`src/rtl/addsub_result_stage.sv`:
```
// rtl/addsub_result_stage.sv - registered adder/subtractor result stage
// Optional overflow saturation, Z/N/V flags, 2-entry skid queue, sticky overflow and event counter.
module addsub_result_stage #(
  parameter int N  = 8,
  parameter int CW = 8
) (
  input  logic          clk,
  input  logic          rst,
  input  logic          in_valid,
  output logic          in_ready,
  input  logic [N-1:0]  in_s,
  input  logic          in_ovf,
  input  logic          in_sign_a,
  input  logic          sat_en,
  output logic          out_valid,
  input  logic          out_ready,
  output logic [N-1:0]  out_data,
  output logic          out_z,
  output logic          out_n,
  output logic          out_v,
  output logic          sticky_v,
  input  logic          clr_sticky,
  output logic [CW-1:0] ovf_count
);

  typedef struct packed {
    logic         v;
    logic         n;
    logic         z;
    logic [N-1:0] data;
  } entry_t;

  localparam logic [N-1:0] MOST_POS = {1'b0, {(N-1){1'b1}}};
  localparam logic [N-1:0] MOST_NEG = {1'b1, {(N-1){1'b0}}};

  entry_t     head_q, tail_q;
  logic [1:0] count_q;

  entry_t       new_entry;
  logic [N-1:0] new_data;
  logic         push, pop;

  // in_ready depends only on registered count, never on out_ready
  assign in_ready  = !rst && (count_q < 2'd2);
  assign out_valid = (count_q != 2'd0);
  assign push      = in_valid && in_ready;
  assign pop       = out_valid && out_ready;

  always_comb begin
    new_data = in_s;
    if (sat_en && in_ovf) begin
      new_data = in_sign_a ? MOST_NEG : MOST_POS;
    end
    new_entry.data = new_data;
    new_entry.z    = (new_data == '0);
    new_entry.n    = new_data[N-1];
    new_entry.v    = in_ovf;
  end

  // Shift structure: head_q is always the oldest entry
  always_ff @(posedge clk or posedge rst) begin
    if (rst) begin
      head_q  <= '0;
      tail_q  <= '0;
      count_q <= 2'd0;
    end else begin
      case (count_q)
        2'd0: begin
          if (push) begin
            head_q  <= new_entry;
            count_q <= 2'd1;
          end
        end
        2'd1: begin
          if (push && pop) begin
            head_q <= new_entry;
          end else if (push) begin
            tail_q  <= new_entry;
            count_q <= 2'd2;
          end else if (pop) begin
            count_q <= 2'd0;
          end
        end
        default: begin
          if (pop) begin
            head_q  <= tail_q;
            count_q <= 2'd1;
          end
        end
      endcase
    end
  end

  assign out_data = head_q.data;
  assign out_z    = head_q.z;
  assign out_n    = head_q.n;
  assign out_v    = head_q.v;

  // An overflow push beats a coincident clear: the clear drops history, the new event still counts
  always_ff @(posedge clk or posedge rst) begin
    if (rst) begin
      sticky_v  <= 1'b0;
      ovf_count <= '0;
    end else if (push && in_ovf) begin
      sticky_v <= 1'b1;
      if (clr_sticky) begin
        ovf_count <= CW'(1);
      end else if (ovf_count != '1) begin
        ovf_count <= ovf_count + CW'(1);
      end
    end else if (clr_sticky) begin
      sticky_v  <= 1'b0;
      ovf_count <= '0;
    end
  end

endmodule

```
`config.mk`:
```
export PLATFORM = sky130hd
export DESIGN_NAME = addsub_result_stage
export DESIGN_NICKNAME = d
export VERILOG_FILES = /design/src/rtl/addsub_result_stage.sv
export SDC_FILE = /design/constraint.sdc
export NUM_CORES = 1
export LEC_CHECK = 0
export ABC_AREA = 0
export CELL_PAD_IN_SITES_DETAIL_PLACEMENT = 2
export CELL_PAD_IN_SITES_GLOBAL_PLACEMENT = 2
export CORE_MARGIN = 2
export CORE_UTILIZATION = 27
export DETAILED_ROUTE_END_ITERATION = 7
export PLACE_DENSITY_LB_ADDON = 0.08
export REMOVE_ABC_BUFFERS = 1
export SKIP_CTS_REPAIR_TIMING = 1
export SYNTH_ARGS = -nofsm -noshare
export SYNTH_HDL_FRONTEND = slang
export SYNTH_SLANG_ARGS = --single-unit
```
`constraint.sdc`:
```
create_clock -name clk -period 1.3 [get_ports clk]
set_input_delay 0.195 -clock clk [delete_from_list [all_inputs] [get_ports clk]]
set_output_delay 0.195 -clock clk [all_outputs]
set_load 0.02 [all_outputs]
```
Yosys cells after proc, flatten, opt, wreduce, memory -nomap -nowiden
Cells that the tools add are included.
{ "word_totals": {"output_inout_bits": 22, "input_bits": 16, "regBits": 33, "wordCells": 55} }
{ "op_classes": {"addsub": 1, "mux": 18, "reduce_logical": 17, "n_lt_le_gt_ge": 1, "n_eq_ne": 6, "bitwise": 1} }
{ "ops": {"columns": ["op", "count"], "rows": [
  ["$mux 8", 6],
  ["$mux 11", 3],
  ["$pmux 11 s2", 1],
  ["$mux 2", 5],
  ["$add 8x1->8 const B", 1],
  ["$logic_not 8->1", 1],
  ["$ne 8x8->1 const B", 1],
  ["$logic_and 1x1->1", 6],
  ["$ne 2x2->1 const B", 3],
  ["$reduce_and 3->1", 2],
  ["$reduce_bool 2->1", 3],
  ["$pmux 2 s2", 1],
  ["$reduce_and 4->1", 1],
  ["$ne 3x3->1 const B", 1],
  ["$reduce_bool 3->1", 1],
  ["$eq 2x1->1 const B", 1],
  ["$logic_not 2->1", 1],
  ["$lt 2x2->1 const B", 1],
  ["$mux 1", 2],
  ["$reduce_and 2->1", 1],
  ["$logic_not 1->1", 1],
  ["$not 1->1", 1]
]} }

Longest topological paths before layout
{ "logic_depth": {"depth_word": 6, "ltp_mapped": 6, "mapped_depth_nobuf": 5} }

Least setup slack after synthesis
No wires, ideal clock.
{ "synth_path": {"kind": "register -> register", "start": "register ovf_count[0]", "end": "register ovf_count[1]", "path_buffers": 0, "setup_slack_ns": -0.290, "required_time_ns": 1.170, "setup_ns": 0.130, "t_arrival_ns": 1.460, "path_stages_with_launch": 6, "period_less_slack_ns": 1.590, "cell_sequence": "dfrtp_1 -> ha_1 -> nand3_1 -> o21ai_0 -> mux2i_1 -> nor2_1"} }
{ "synth_between": {"elab_chain_len": 4, "word_cells_on_any_way": 7, "classes_between": "add/sub: 1; eq/ne: 1; mux: 3; reduce/logical: 2"} }
{ "synth_lines": {"columns": ["element", "line", "text"], "rows": [
  ["start: declaration", "23", "output logic [CW-1:0] ovf_count"],
  ["start signal: assignment", "109", "ovf_count <= ovf_count + CW'(1);"],
  ["$add 8x1->8", "109", null],
  ["$mux 8", "108", "end else if (ovf_count != '1) begin"],
  ["$mux 8", "106", "if (clr_sticky) begin"],
  ["$mux 8", "104", "end else if (push && in_ovf) begin"]
]} }
Parallel ways exist; a longest one is shown, timed or not. The select of a mux whose other input is x is not followed.
A chain may end at the register's enable or synchronous reset.

Final worst setup path
{ "layout_path": {"start": "register count_q[1]", "end": "register ovf_count[4]"} }
{ "layout_between": {"elab_chain_len": 6, "word_cells_on_any_way": 7, "classes_between": "order compare: 1; mux: 1; reduce/logical: 5"} }
{ "layout_lines": {"columns": ["element", "line", "text"], "rows": [
  ["start: declaration", "37", "logic [1:0] count_q;"],
  ["start signal: assignment", "65", "count_q <= 2'd0;"],
  ["start signal: assignment", "71", "count_q <= 2'd1;"],
  ["start signal: assignment", "79", "count_q <= 2'd2;"],
  ["$lt 2x2->1 (*)", "44", "assign in_ready = !rst && (count_q < 2'd2);"],
  ["$logic_and 1x1->1 (*)", "44", null],
  ["$logic_and 1x1->1 (*)", "46", "assign push = in_valid && in_ready;"],
  ["$logic_and 1x1->1 (*)", "104", null],
  ["$reduce_bool 2->1 (no source line)", null, null],
  ["$reduce_and 2->1 (no source line)", null, null]
]} }
Every way passes the cells marked *; elsewhere a longest branch is shown, timed or not.

==> results.cfg <==
[floorplan]
die-height_um = 80.0
die_x_um = 80.0
rows = 27
die_area_um2 = 6400
start_util_pct = 28.2
fp.coreArea_um2 = 5540
num_io_pins = 38

[setup_path]
path_cells = and4bb_4 -> buf_6 -> o2111ai_2 -> xor2_1 -> nor2_1
reg2reg_setup_slack_ns = -0.20
slowest_delay_ns = 0.45
cp_num_buf_inv = 1
reg2reg_from = count_q[1]$_DFFE_PP0P_
endpoint_kind = flop
cp_top_family = flip-flops
cp.depth = 5
slowest_stage = dfrtp_2
path_class = reg2reg
rr_endpoint = ovf_count[4]$_DFFE_PP0P_
cp-startpoint = count_q[1]$_DFFE_PP0P_
critPathLaunchType = flop
cp.arrival_ns = 1.68
crit_end = ovf_count[4]$_DFFE_PP0P_
path_max_fanout = 4
cp.required_ns = 1.48
r2r.worst_path.cells = 5

[clocking]
cts_tree = built
root_buffer = clkbuf_8
htree_levels = 2
clk_latency_ns = 0.29
ctsLongestPathBuffers = 2
clock_sinks = 31
clk_pin_slew_worst_paths_ns = 0.07
numCtsBuffers = 5

[timing]
worstMarginPinSlew_ns = 0.417
timing.setup.tns_ns = -2.54
fmax_ghz = 0.666
setup_viol = 30
whs_ns = 0.121
fin_crit_sh_pct = 115
period_minus_slack_ns = 1.50
timing.final.ws_setup_ns = -0.201
clock_skew_ns = 0.00448
final_max_slew_viol_count = 0
hold_viol = 0
rsz0062_at_grt = yes
max_slew_margin_pct = 72.2

[outcome]
violations = setup timing
outcome = finished, violations left

[yosys]
synth_cell_types = 34
synthCells = 162
synth-seq-cells = 31
synth_most_common_cell = dfrtp_1
synth_edf_count = 0
netlist_top_cells_area = dfrtp_1 (50%), nand2_1 (6.0%), o21ai_0 (4.8%)
ys_seq_area_share_pct = 49.7
mappedNetlistArea_um2 = 1560
syn_area_per_cell_um2 = 9.63
ys.flop_type = dfrtp_1
synth_top_area_share_pct = 49.7
ys_warn_count = 0
synthTopCellsByCount = dfrtp_1 (31), nand2_1 (25), nor2_1 (16)
synth_top_area_cell = dfrtp_1
async_flop_share_pct = 100

[routing]
drc = 0
wl_per_cell_um = 22.1
drtIter0Drc = 45
vias_per_cell = 5.16
ant_nets = 0
routed_wirelength_um = 6970
vias = 1632
firstDrtPassIters = 4

[power_and_ir_drop]
peakVddDrop_mv = 0.579
power_mw = 3.48
p_leak_nw = 1.58
p_per_area_nw_per_um2 = 1170

[hold_path]
worstHoldPathType = in2async

[placement]
gp_congestion = 0.767
dp_hpwl_um = 3940
portBuffers = 37

[global_routing]
grt_use_total_pct = 17.1
grt_pass1_wl_um = 8180
grt_max_degree = 23
antenna_found_initial = 0
overflow = 0
grt_pass1_vias = 1670

[finish]
area_delta_synth_final_pct = 90.6
drive_gt1_share_pct = 50.4
final_nets = 260
n_antenna_cell = 0

[run]
maxCapViolCount = 0
-- kinds of logic after synthesis --
group           synth area share, %
simple gates                   18.0
compound gates                 19.9
flops                          49.7
mux                            4.09
buf+inv                        5.21
fa+ha+maj                     0.802
xor+xnor                       2.25
-- report_power, final --
| group | internal (mW) | switching (mW) |
|---|---|---|
| clock | 0.484 | 0.399 |
| sequential | 1.16 | 0.203 |
| combinational | 0.611 | 0.616 |
-- metrics by stage --
step | area (um2) | setup WS [ns] | cells | utilization [%]
floorplan | 1500 | -0.330 | 151 | -
global placement | 2250 | -0.398 | 296 | 40.7
detailed placement | 2250 | -0.566 | 296 | 40.7
CTS | 2350 | -0.388 | 304 | 42.5
global route | 2970 | -0.251 | 316 | 53.7
finish | 2970 | -0.201 | 316 | 53.7
-- tightest hold or removal path: stages --
cell and delay (ns):
dlymetal6s2s_1 0.21, inv_1 0.16, buf_12 0.19
-- placed cells by master, fill, tap and decap left out, drive strengths merged --
| cell type | Yosys | final |
|---|---|---|
| buf | 6 | 47 |
| dfrtp | 31 | 31 |
| nand2 | 25 | 25 |
| dlymetal6s2s | 0 | 22 |
| nor2 | 16 | 16 |
| o21ai | 15 | 15 |
| clkdlybuf4s50 | 0 | 13 |
| clkbuf | 5 | 11 |
| a21oi | 8 | 8 |
| a211oi | 8 | 8 |
| o31ai | 7 | 7 |
| inv | 5 | 5 |
| xor2 | 4 | 4 |
| mux2i | 3 | 3 |
| nand3 | 3 | 3 |
| o211ai | 3 | 3 |
| and2 | 3 | 3 |
| mux2 | 3 | 3 |
| nor2b | 2 | 2 |
| nand4 | 2 | 2 |
| o2111ai | 2 | 2 |
| nor4 | 2 | 2 |
| nor4bb | 1 | 1 |
| o22ai | 1 | 1 |
| o22a | 1 | 1 |
| and4bb | 1 | 1 |
| and3 | 1 | 1 |
| or3 | 1 | 1 |
| a21o | 1 | 1 |
| nor3 | 1 | 1 |
| ha | 1 | 1 |
-- layout make-up --
cell class / count / area [um2]
inverter: 5 / 21.3
multi-input combinational: 115 / 1090
clock buffer: 8 / 100
timing repair buffer: 85 / 893
fill: 537 / 2570
tap: 72 / 90.1
sequential: 31 / 778
-- metal layers --
metal  vias up  routed length, um  GRT usage, %
met4         0                191          5.08
met1       835               2590          17.7
met2        40               3970          33.3
met5         -                  0             0
li1        738                  -             -
met3        19                219          4.52
-- flip-flops by register name, summed over array words and instances, names as in the netlist --
name	count
tail_q	10
ovf_count	8
out_data	7
count_q	2
out_n	1
out_v	1
out_z	1
sticky_v	1
-- worst min-delay path by stage --
stage          slack [ns]                    from                       end
4_1_cts              0.39                     rst     tail_q[4]$_DFFE_PP0P_
6_report             0.12                     rst    count_q[0]$_DFFE_PP0P_
2_1_floorplan        0.26              clr_sticky  ovf_count[7]$_DFFE_PP0P_
5_1_grt              0.14                     rst    count_q[0]$_DFFE_PP0P_
3_5_place_dp         0.48  tail_q[10]$_DFFE_PP0P_    tail_q[10]$_DFFE_PP0P_
3_3_place_gp         0.46   tail_q[1]$_DFFE_PP0P_     tail_q[1]$_DFFE_PP0P_
Note: power is estimated with default switching activity, not from simulation.
